**config.mk**
```make
export PLATFORM = sky130hd
export DESIGN_NAME = mig1_fetch_unit
export DESIGN_NICKNAME = d
export VERILOG_FILES = /design/src/rtl/mig1_pkg.sv /design/src/rtl/mig1_fetch_fifo.sv /design/src/rtl/mig1_fetch_unit.sv
export SDC_FILE = /design/constraint.sdc
export NUM_CORES = 1
export LEC_CHECK = 0
export BUFFER_PORTS_ARGS = -buffer_cell sky130_fd_sc_hd__buf_4
export CORE_ASPECT_RATIO = 1.1
export CORE_MARGIN = 10
export CORE_UTILIZATION = 57
export DETAILED_ROUTE_END_ITERATION = 8
export PLACE_DENSITY = 0.88
export SYNTH_ARGS = -nofsm -noshare
export SYNTH_HDL_FRONTEND = slang
export SYNTH_HIERARCHICAL = 1
export SYNTH_SLANG_ARGS = --single-unit
```
**constraint.sdc**
```tcl
create_clock -name clk -period 3.5 [get_ports clk]
set_input_delay 0.35 -clock clk [delete_from_list [all_inputs] [get_ports clk]]
set_output_delay 0.35 -clock clk [all_outputs]
set_load 0.02 [all_outputs]
```
**src/rtl/mig1_pkg.sv**
```systemverilog
// Shared types and constants for the Mig1 instruction fetch path.
package mig1_pkg;

  localparam int MIG1_ADDR_WIDTH = 8;
  localparam int MIG1_DATA_WIDTH = 32;

  typedef enum logic [1:0] {BOOT, FETCH, FLUSH} mig1_fetch_state_e;

  typedef struct packed {
    logic [MIG1_ADDR_WIDTH-1:0] pc;
    logic [MIG1_DATA_WIDTH-1:0] insn;
  } mig1_fetch_entry_t;

endpackage

```
**src/rtl/mig1_fetch_fifo.sv**
```systemverilog
// Prefetch buffer of (pc, insn) entries; clear wins over push/pop.
module mig1_fetch_fifo
  import mig1_pkg::*;
#(
  parameter int FIFO_DEPTH = 4
) (
  input  logic                              clk,
  input  logic                              rst_n,
  input  logic                              push,
  input  mig1_fetch_entry_t                 push_entry,
  input  logic                              pop,
  input  logic                              clear,
  output logic                              full,
  output logic                              empty,
  output logic [$clog2(FIFO_DEPTH):0]       count,
  output mig1_fetch_entry_t                 head
);

  localparam int PW = $clog2(FIFO_DEPTH);
  localparam int CW = PW + 1;

  mig1_fetch_entry_t mem [FIFO_DEPTH];
  logic [PW-1:0]     wr_ptr, rd_ptr;
  logic [CW-1:0]     count_q;

  always_ff @(posedge clk or negedge rst_n) begin
    if (!rst_n) begin
      wr_ptr  <= '0;
      rd_ptr  <= '0;
      count_q <= '0;
    end else if (clear) begin
      wr_ptr  <= '0;
      rd_ptr  <= '0;
      count_q <= '0;
    end else begin
      if (push) wr_ptr <= wr_ptr + 1'b1;
      if (pop)  rd_ptr <= rd_ptr + 1'b1;
      count_q <= count_q + CW'(push) - CW'(pop);
    end
  end

  always_ff @(posedge clk) begin
    if (push && !clear) mem[wr_ptr] <= push_entry;
  end

  assign count = count_q;
  assign empty = (count_q == '0);
  assign full  = (count_q == CW'(FIFO_DEPTH));
  // Zero the head when empty so decode never sees stale words.
  assign head  = empty ? '0 : mem[rd_ptr];

endmodule

```
**src/rtl/mig1_fetch_unit.sv**
```systemverilog
// Mig1 fetch stage: sequential fetch from SimRAM, prefetch FIFO, redirect flush.
// Optional perf counters under MIG1_FETCH_PERF_EN.
module mig1_fetch_unit
  import mig1_pkg::*;
#(
  parameter int ADDR_WIDTH = MIG1_ADDR_WIDTH,
  parameter int DATA_WIDTH = MIG1_DATA_WIDTH,
  parameter int FIFO_DEPTH = 4
) (
  input  logic                  clk,
  input  logic                  rst_n,
  input  logic [ADDR_WIDTH-3:0] rst_addr,
  input  logic                  redirect_valid,
  input  logic [ADDR_WIDTH-3:0] redirect_addr,
  output logic                  mem_rd_en,
  output logic [ADDR_WIDTH-1:0] mem_rd_addr,
  input  logic [DATA_WIDTH-1:0] mem_rd_data,
  output logic                  insn_valid,
  input  logic                  insn_ready,
  output logic [DATA_WIDTH-1:0] insn_data,
  output logic [ADDR_WIDTH-1:0] insn_pc
`ifdef MIG1_FETCH_PERF_EN
  ,
  output logic [31:0]           perf_fetched,
  output logic [31:0]           perf_stall,
  output logic [15:0]           perf_flush
`endif
);

  localparam int CW = $clog2(FIFO_DEPTH) + 1;

  mig1_fetch_state_e state_q;
  logic [ADDR_WIDTH-1:0] pc_q, req_pc_q;
  logic                  inflight_q;
  logic [CW-1:0]         fifo_count;
  logic                  fifo_full, fifo_empty;
  logic                  redirect_acc, issue, push, pop;
  mig1_fetch_entry_t     head, push_entry;

  assign redirect_acc = redirect_valid && (state_q != BOOT);
  // Credits count the in-flight read so a capture can never overflow the FIFO.
  assign issue = (state_q == FETCH) && !redirect_valid &&
                 ((fifo_count + CW'(inflight_q)) < CW'(FIFO_DEPTH));
  // A redirect kills the read whose data lands this cycle.
  assign push       = inflight_q && !redirect_acc;
  assign pop        = !fifo_empty && insn_ready;
  assign push_entry = '{pc: req_pc_q, insn: mem_rd_data};

  assign mem_rd_en   = issue;
  assign mem_rd_addr = issue ? pc_q : '0;

  always_ff @(posedge clk or negedge rst_n) begin
    if (!rst_n) begin
      state_q    <= BOOT;
      pc_q       <= '0;
      req_pc_q   <= '0;
      inflight_q <= 1'b0;
    end else begin
      inflight_q <= issue;
      if (issue) req_pc_q <= pc_q;
      case (state_q)
        BOOT: begin
          pc_q    <= {rst_addr, 2'b00};
          state_q <= FETCH;
        end
        default: begin
          if (redirect_valid) begin
            pc_q    <= {redirect_addr, 2'b00};
            state_q <= FLUSH;
          end else begin
            if (state_q == FLUSH) state_q <= FETCH;
            if (issue) pc_q <= pc_q + ADDR_WIDTH'(4);
          end
        end
      endcase
    end
  end

  mig1_fetch_fifo #(.FIFO_DEPTH(FIFO_DEPTH)) u_fifo (
    .clk        (clk),
    .rst_n      (rst_n),
    .push       (push),
    .push_entry (push_entry),
    .pop        (pop),
    .clear      (redirect_acc),
    .full       (fifo_full),
    .empty      (fifo_empty),
    .count      (fifo_count),
    .head       (head)
  );

  assign insn_valid = !fifo_empty;
  assign insn_data  = head.insn;
  assign insn_pc    = head.pc;

  assert property (@(posedge clk) disable iff (!rst_n) !(push && fifo_full))
    else $error("fetch fifo overflow");

`ifdef MIG1_FETCH_PERF_EN
  always_ff @(posedge clk or negedge rst_n) begin
    if (!rst_n) begin
      perf_fetched <= '0;
      perf_stall   <= '0;
      perf_flush   <= '0;
    end else begin
      if (pop)                      perf_fetched <= perf_fetched + 32'd1;
      if (insn_valid && !insn_ready) perf_stall  <= perf_stall + 32'd1;
      if (redirect_acc)             perf_flush   <= perf_flush + 16'd1;
    end
  end
`endif

endmodule
```
==> flow_metrics.tcl <==
set metrics [dict create \
    power_w 0.00637 \
    skew_ps 8.99 \
    cts.sinks 182 \
    worstSetupPathType "register to primary output" \
    port_buffers 95 \
    fin_area_mm2 0.00892 \
    r2r_cells 5 \
    area_delta_synth_final_pct 20.4 \
    grt_start_max_net_pins 43 \
    dieWidth_um 129 \
    max_freq_mhz 353 \
    post_cts_resized 0 \
    final_common_cell "edfxtp_1" \
    cts_tree "yes" \
    detail_route.vias_per_cell 5.65 \
    hold_buffers 1 \
    fill_cells 757 \
    dr.first_iter.drc_count 339 \
    switching_share_pct 28.2 \
    multiInputGateArea_mm2 0.00189 \
    final_cells 657 \
    wl_per_cell_um 22.5 \
    clk_pin_slew_worst_paths_ps 60 \
    critPathCaptureType "primary output" \
    route.antenna.remaining_nets 0 \
    p_per_area_mw_per_mm2 714 \
    ctsRootBufferMaster "clkbuf_16" \
    syn-cell-area_mm2 0.00740 \
    wirelength_um 14800 \
    cp_data_arrival_time_ps 2480 \
    p_leak_nw 3.24 \
    cp_slowest_cell "dfrtp_2" \
    numCtsBuffers 17 \
    cp.buffers_inverters 2 \
    drv_slew 0 \
    regArea_mm2 0.00536 \
    yosys_warnings 6 \
    slew_headroom_pct 34.3 \
    gr-total-overflow 0 \
    die_area_mm2 0.0180 \
    crit_required_ps 3150 \
    rows 43 \
    drive_above_1_share_pct 39.2 \
    tightest_slew_ps 986 \
    cp_top_family "flip-flops" \
    cts_setup_buffers 0 \
    die_y_um 140 \
    dr.pass1.iters 4 \
    final-hold-violation-count 0 \
    crit_chain "buf_12, mux4_1, and2_1, buf_4" \
    nNetsFinal 543 \
    antenna_found_initial 0 \
    seqPwrFrac_pct 42.3 \
    grt_usage_pct 17.1 \
    htree_num_levels 4 \
    diodes 0 \
    ir_drop_v 0.000434 \
    place_inst 624 \
    internal_power_w 0.00457 \
    worstHoldPathType "input port to register" \
    final_cell_mix "edfxtp_1, buf_4, and2_1" \
    max_cap_violations 0 \
    place_area_mm2 0.00826 \
    hold_depth 1 \
    setup_viol 0 \
    grt_pass1_wl_um 23400 \
    clk_latency_ps 420 \
    tns_ps 0 \
    gp_congestion 0.779 \
    hpwlAfterDp_um 9280 \
    fin_crit_sh_pct 81.0 \
    syn_inst 374 \
    clock_power_share_pct 31.1 \
    critPathLaunchType "register" \
    rsz0062_at_grt "no" \
    crit_path_max_fanout 26 \
    grt_pass1_vias 4085 \
    vias 3710 \
    ioPinCount 98 \
    initial_utilization_pct 58.6 \
    status "finished clean" \
    comb_power_share_pct 26.7 \
    drc 0 \
    fin_crit_ps 2830 \
    avgSynthCellArea_um2 19.8 \
    clockBufferDepth 2 \
    p_sw_w 0.00180 \
    cp_num_cells 4 \
    cp_slowest_stage_delay_ps 760 \
    coreArea_mm2 0.0126 \
]
power by group through the flow:
stage | sequential (W) | combinational [W] | clock (W)
2_1_floorplan | 0.00262 | 0.00122 | 0
3_3_place_gp | 0.00273 | 0.00166 | 0
3_5_place_dp | 0.00274 | 0.00170 | 0
4_1_cts | 0.00270 | 0.00173 | 0.00201
5_1_grt | 0.00273 | 0.00182 | 0.00209
6_report | 0.00269 | 0.00170 | 0.00198
per-stage QoR:
stage | setup WS (ps) | hold WS [ps] | util [%]
detailed placement | 956 | 256 | 65.3
CTS | 577 | 111 | 70.5
global placement | 1090 | 249 | 65.3
floorplan | 1040 | 54.4 | -
global route | 490 | 113 | 70.5
finish | 666 | 128 | 70.5
final cells by class:
| type | count | area share [%] |
|---|---|---|
| Timing Repair Buffer | 104 | 8.92 |
| Inverter | 8 | 0.337 |
| Tap cell | 157 | 2.20 |
| Clock buffer | 25 | 6.40 |
| Sequential cell | 182 | 60.1 |
| Clock inverter | 7 | 0.856 |
| Multi-Input combinational cell | 174 | 21.2 |
worst register-to-register path, stage by stage, from the launching register on:
cell     delay (ps)
dfrtp_1         440
o21ai_1         270
and2_1          260
nor2b_1         280
and2_2          580
buf_4           400
state kept, by name (all words and copies together) (netlist names):
name,flops
u_fifo/mem,160
pc_q,6
req_pc_q,6
u_fifo/count,3
state_q,2
u_fifo/rd_ptr,2
u_fifo/wr_ptr,2
inflight_q,1
final timing paths:
path,slack [ps],endpoint,from
setup / recovery,670,insn_pc[7],u_fifo/rd_ptr[0]$_DFFE_PN0P_
hold / removal,130,u_fifo/mem[1][7]$_DFFE_PP_,mem_rd_data[7]
setup reg to reg,920,u_fifo/mem[3][17]$_DFFE_PP_,state_q[1]$_DFFE_PN0P_
hold reg to reg,520,u_fifo/mem[2][37]$_DFFE_PP_,req_pc_q[5]$_DFFE_PN0N_
max in group asynchronous,2900,u_fifo/rd_ptr[0]$_DFFE_PN0P_,rst_n
min in group asynchronous,360,req_pc_q[6]$_DFFE_PN0N_,rst_n
metal layers:
layer / GRT usage (%) / part of all wire, %
met1: 21.2 / 38
met2: 27.2 / 52
met3: 5.32 / 8.0
met4: 6.92 / 1.4
met5: 0 / 0
No activity file was read; power rests on OpenSTA's default activity.
